### src/rtl/graph_isa_pkg.sv
// Shared definitions for the graph engines: int8 limits and saturating arithmetic.
package graph_isa_pkg;

  localparam logic signed [7:0] I8Max = 8'sh7f;
  localparam logic signed [7:0] I8Min = 8'sh80;

  // Signed int8 add computed at 9 bits, clamped back into int8 range.
  function automatic logic [7:0] sat_add_i8(input logic [7:0] a, input logic [7:0] b);
    logic signed [8:0] sum;
    sum = $signed({a[7], a}) + $signed({b[7], b});
    if (sum > 9'sd127) begin
      return I8Max;
    end else if (sum < -9'sd128) begin
      return I8Min;
    end else begin
      return sum[7:0];
    end
  endfunction

endpackage

### src/rtl/scatter_engine.sv
// Axis-0 row scatter: copies source row k into destination row index[k] in SRAM0,
// either overwriting or saturating-adding into the destination.
module scatter_engine
  import graph_isa_pkg::*;
#(
  parameter int unsigned SRAM0_AW = 16
) (
  input  logic                clk,
  input  logic                rst_n,
  input  logic                cmd_valid,
  input  logic [15:0]         cmd_src_base,
  input  logic [15:0]         cmd_idx_base,
  input  logic [15:0]         cmd_dst_base,
  input  logic [15:0]         cmd_num_indices,
  input  logic [15:0]         cmd_row_size,
  input  logic [15:0]         cmd_num_rows,
  input  logic                cmd_accumulate,
  output logic                sram_rd_en,
  output logic [SRAM0_AW-1:0] sram_rd_addr,
  input  logic [7:0]          sram_rd_data,
  output logic                sram_wr_en,
  output logic [SRAM0_AW-1:0] sram_wr_addr,
  output logic [7:0]          sram_wr_data,
  output logic                busy,
  output logic                done
);

  typedef enum logic [2:0] {
    ScIdle,
    ScRdIdx,
    ScLatchIdx,
    ScSrcRd,
    ScDstRd,
    ScWr,
    ScNextIdx,
    ScDone
  } sc_state_t;

  sc_state_t   state_q, state_d;
  logic [15:0] src_base_q, src_base_d;
  logic [15:0] idx_base_q, idx_base_d;
  logic [15:0] dst_base_q, dst_base_d;
  logic [15:0] num_idx_q, num_idx_d;
  logic [15:0] row_size_q, row_size_d;
  logic [15:0] num_rows_q, num_rows_d;
  logic        accum_q, accum_d;
  logic [15:0] idx_cnt_q, idx_cnt_d;
  logic [15:0] byte_cnt_q, byte_cnt_d;
  logic [7:0]  index_val_q, index_val_d;
  logic [7:0]  src_byte_q, src_byte_d;

  logic [15:0] idx_addr;
  logic [15:0] src_addr;
  logic [15:0] dst_addr;

  // Next-state and register update logic for the scatter FSM.
  always_comb begin
    state_d     = state_q;
    src_base_d  = src_base_q;
    idx_base_d  = idx_base_q;
    dst_base_d  = dst_base_q;
    num_idx_d   = num_idx_q;
    row_size_d  = row_size_q;
    num_rows_d  = num_rows_q;
    accum_d     = accum_q;
    idx_cnt_d   = idx_cnt_q;
    byte_cnt_d  = byte_cnt_q;
    index_val_d = index_val_q;
    src_byte_d  = src_byte_q;
    unique case (state_q)
      ScIdle: begin
        if (cmd_valid) begin
          src_base_d = cmd_src_base;
          idx_base_d = cmd_idx_base;
          dst_base_d = cmd_dst_base;
          num_idx_d  = cmd_num_indices;
          row_size_d = cmd_row_size;
          num_rows_d = cmd_num_rows;
          accum_d    = cmd_accumulate;
          idx_cnt_d  = '0;
          state_d    = (cmd_num_indices == 16'd0) ? ScDone : ScRdIdx;
        end
      end
      ScRdIdx: state_d = ScLatchIdx;
      ScLatchIdx: begin
        index_val_d = sram_rd_data;
        byte_cnt_d  = '0;
        // Out-of-bounds rows and empty rows are skipped without touching SRAM.
        if (({8'd0, sram_rd_data} >= num_rows_q) || (row_size_q == 16'd0)) begin
          state_d = ScNextIdx;
        end else begin
          state_d = ScSrcRd;
        end
      end
      ScSrcRd: state_d = accum_q ? ScDstRd : ScWr;
      ScDstRd: begin
        src_byte_d = sram_rd_data;
        state_d    = ScWr;
      end
      ScWr: begin
        byte_cnt_d = byte_cnt_q + 16'd1;
        state_d    = (byte_cnt_q == row_size_q - 16'd1) ? ScNextIdx : ScSrcRd;
      end
      ScNextIdx: begin
        idx_cnt_d = idx_cnt_q + 16'd1;
        state_d   = (idx_cnt_q == num_idx_q - 16'd1) ? ScDone : ScRdIdx;
      end
      ScDone:  state_d = ScIdle;
      default: state_d = ScIdle;
    endcase
  end

  // State and command registers; reset aborts any operation in flight.
  always_ff @(posedge clk or negedge rst_n) begin
    if (!rst_n) begin
      state_q     <= ScIdle;
      src_base_q  <= '0;
      idx_base_q  <= '0;
      dst_base_q  <= '0;
      num_idx_q   <= '0;
      row_size_q  <= '0;
      num_rows_q  <= '0;
      accum_q     <= 1'b0;
      idx_cnt_q   <= '0;
      byte_cnt_q  <= '0;
      index_val_q <= '0;
      src_byte_q  <= '0;
    end else begin
      state_q     <= state_d;
      src_base_q  <= src_base_d;
      idx_base_q  <= idx_base_d;
      dst_base_q  <= dst_base_d;
      num_idx_q   <= num_idx_d;
      row_size_q  <= row_size_d;
      num_rows_q  <= num_rows_d;
      accum_q     <= accum_d;
      idx_cnt_q   <= idx_cnt_d;
      byte_cnt_q  <= byte_cnt_d;
      index_val_q <= index_val_d;
      src_byte_q  <= src_byte_d;
    end
  end

  // Row address generation: 16-bit multiply-add with modulo wrap.
  always_comb begin
    idx_addr = idx_base_q + idx_cnt_q;
    src_addr = src_base_q + idx_cnt_q * row_size_q + byte_cnt_q;
    dst_addr = dst_base_q + {8'd0, index_val_q} * row_size_q + byte_cnt_q;
  end

  // Output decode from state and registers only; idle outputs are all zero.
  always_comb begin
    sram_rd_en   = 1'b0;
    sram_rd_addr = '0;
    sram_wr_en   = 1'b0;
    sram_wr_addr = '0;
    sram_wr_data = '0;
    busy         = (state_q != ScIdle);
    done         = (state_q == ScDone);
    unique case (state_q)
      ScRdIdx: begin
        sram_rd_en   = 1'b1;
        sram_rd_addr = idx_addr[SRAM0_AW-1:0];
      end
      ScSrcRd: begin
        sram_rd_en   = 1'b1;
        sram_rd_addr = src_addr[SRAM0_AW-1:0];
      end
      ScDstRd: begin
        sram_rd_en   = 1'b1;
        sram_rd_addr = dst_addr[SRAM0_AW-1:0];
      end
      ScWr: begin
        sram_wr_en   = 1'b1;
        sram_wr_addr = dst_addr[SRAM0_AW-1:0];
        // Read data here is the source byte (overwrite) or the old destination byte.
        sram_wr_data = accum_q ? sat_add_i8(src_byte_q, sram_rd_data) : sram_rd_data;
      end
      default: ;
    endcase
  end

endmodule

### config.mk
export PLATFORM = sky130hd
export DESIGN_NAME = scatter_engine
export DESIGN_NICKNAME = d
export VERILOG_FILES = /design/src/rtl/graph_isa_pkg.sv /design/src/rtl/scatter_engine.sv
export SDC_FILE = /design/constraint.sdc
export NUM_CORES = 1
export LEC_CHECK = 0
export ABC_AREA = 1
export BUFFER_PORTS_ARGS = -buffer_cell sky130_fd_sc_hd__buf_2
export CAP_MARGIN = 40
export CORE_ASPECT_RATIO = 1.5
export CORE_UTILIZATION = 34
export CTS_BUF_LIST = sky130_fd_sc_hd__clkbuf_16
export DETAILED_ROUTE_END_ITERATION = 10
export GPL_TIMING_DRIVEN = 0
export SLEW_MARGIN = 5
export SYNTH_ARGS = -nofsm -noshare
export SYNTH_HDL_FRONTEND = slang
export SYNTH_SLANG_ARGS = --single-unit
### constraint.sdc
create_clock -name clk -period 8.8 [get_ports clk]
set_clock_uncertainty 0.15 [all_clocks]
set_input_delay 1.76 -clock clk [delete_from_list [all_inputs] [get_ports clk]]
set_output_delay 1.76 -clock clk [all_outputs]
set_load 0.02 [all_outputs]
==> results.yml <==
outcome:
  status: "complete, no violations"
timing:
  setup_tns_ps: 0
  max_slew.worst_pin.slew_ps: 871
  rsz0062_at_grt: "false"
  finalHoldViolations: 0
  setup_viol: 0
  slew_viol_final: 0
  min_period_ps: 8610
  final.period_utilization: 0.978
  max_slew_margin: 0.419
  max_freq_ghz: 0.116
layout:
  fin_nets: 3040
  area_growth_pct: 12.6
  drive_gt1_frac: 0.0961
  diodes: 0
route:
  wl_per_cell_um: 18.3
  num_vias: 16000
  ant_nets: 0
  via_per_inst: 4.82
  drt_iter0_drc: 941
  drt-total-wl_mm: 60.5
  dr.pass1.iters: 6
  remaining_drc_errors: 0
clocking:
  cts_setup_buffers: 0
  cts_tree: "built"
  cts-root-buf: "clkbuf_16"
  clockBufferDepth: 2
  clock_latency_ps: 460
  cts_hold_buf: 0
  cts_made_buffers: 17
  cts.sinks: 148
  cts_resized: 3
  h-tree-depth: 4
  clkTransAtPathRegs_ps: 70
synth:
  synth_area_leaders: "fa_1 22%, dfrtp_1 21%, nand2_1 14%, inv_1 12%, ha_1 8.2%"
  synth_top_cell_by_area: "fa_1"
  synth_top_family_by_area: "adder cells"
  yosysSeqAreaShare: 0.207
  synth_fp_nets: 2869
  ys_seq_elements: 148
  ys_async_sr_fraction: 1.00
  synth_edf_count: 0
  netlist.area_leader.share: 0.220
  synth_compound_area_frac: 0.0792
  synth_warnings: 0
  synth_mux_area_frac: 0.000630
  synthTopCellsByCount: "679 x nand2_1, 588 x inv_1, 196 x fa_1"
  synth_area_mm2: 0.0179
  synthAdderAreaFrac: 0.302
  syn_avg_cell_area_um2: 7.30
  syn_inst: 2448
  synth.most_common_cell: "nand2_1"
  yosysUniqueCellTypes: 50
  synth_xor_xnor_area_share: 0.0423
  yosys.area_share.simple: 0.222
  ys.flop_type: "dfrtp_1"
setup_path:
  crit_fanout: 10
  critPathMaxStageDelay_ps: 590
  cp-end-kind: "output port"
  startpoint_type: "flip-flop"
  criticalPathCategory: "reg2out"
  slowest_stage: "buf_1"
  arrival_ps: 6700
  required_ps: 6890
  cpMostUsedCell: "nand2_1"
run:
  maxCapViolCount: 0
place:
  io_buffers: 151
  place_congestion: 0.959
  dp_hpwl_mm: 50.0
global_routing:
  first_global_vias: 16500
  grt_first_pass_wirelength_mm: 91.9
  globalRoute.totalOverflow: 0
  grt_usage: 0.232
  grt_max_degree: 101
  antenna_found_initial: 0
floorplan:
  start_util: 0.345
  die_h_um: 283
  io_pins: 152
  row_count: 102
  die_area_mm2: 0.0535
  core_area_mm2: 0.0518
  die_w_um: 189
worst_hold_path:
  hold_class: "reg2reg"
## sequential cells by signal, indices dropped and copies added, names as in the netlist
name,count
byte_cnt_q,16
dst_base_q,16
idx_base_q,16
idx_cnt_q,16
num_idx_q,16
num_rows_q,16
row_size_q,16
src_base_q,16
index_val_q,8
src_byte_q,8
state_q,3
accum_q,1
## critical path, delay by kind of cell, from the launching register on
| family | cells | cell delay, ps |
|---|---|---|
| adders and majority gates | 6 | 2860 |
| and+or+nand+nor | 12 | 1580 |
| buffers and inverters | 7 | 1350 |
| DFF | 1 | 430 |
## layout make-up
cell class	count	area (µm²)
repair buffers	155	828
clock inverters	15	145
plain buffers	89	385
inverters	596	2240
flip-flops and latches	148	3700
multi-input cells	1612	11500
clock buffers	17	425
fillers	5574	31700
well taps	676	846
## cells in the final DEF (no fill, tap or decap), drive strengths merged, types with 2 or more instances in the layout
cell type    n
ha         117
o211ai      10
buf        196
xor2        47
o32ai        2
a21o         6
nor3        20
nand2      681
o22ai        5
a21oi       82
and2         3
fa         196
nor4         6
inv        601
o21a         4
dfrtp      148
or2         11
clkinv       9
nand3       99
o221ai       4
o21bai       4
xnor2       29
nand3b       8
xnor3        4
clkbuf      65
nand4       18
nor2       111
o21ai      137
## final timing paths
kind / from / cells past startpoint / slack [ps] / endpoint
max in group asynchronous: rst_n / 2 / 6570 / dst_base_q[3]
setup reg to reg: row_size_q[0] / 17 / 6110 / state_q[0]
setup / recovery: row_size_q[7] / 25 / 190 / sram_rd_addr[15]
hold / removal: idx_base_q[11] / 2 / 340 / idx_base_q[11]
hold reg to reg: idx_base_q[11] / 2 / 340 / idx_base_q[11]
min in group asynchronous: rst_n / 1 / 1060 / num_idx_q[11]
## cell families (layout without fill, tap and decap cells)
| kind of cell | Yosys count | in the layout |
|---|---|---|
| AOI/OAI and AO/OA | 261 | 261 |
| muxes | 1 | 1 |
| and+or+nand+nor | 957 | 957 |
| DFF | 148 | 148 |
| xor gates and xnor gates | 80 | 80 |
| adders and majority gates | 313 | 313 |
| buffers and inverters | 688 | 872 |
## stage by stage
stage	setup WS (ps)	hold WS (ps)	instance area, µm²	util	cells
after floorplan	1510	296	17900	-	2448
after global placement	264	331	19500	0.376	3275
after detailed placement	279	334	19500	0.377	3279
after CTS	101	350	20100	0.388	3311
after global routing	1.77	365	20100	0.388	3308
final	194	343	20100	0.388	3308
## metal layers
metal / GRT usage / part of all wire / up-vias
met5: 0 / 0 / -
met4: 0.187 / 0.083 / 0
met3: 0.0249 / 0.041 / 158
met2: 0.416 / 0.51 / 478
met1: 0.247 / 0.37 / 7664
li1: - / - / 7653
Power is left out: the tool's default activity adds up to more than one toggle a clock period on the data nets, which glitch-free logic cannot reach.
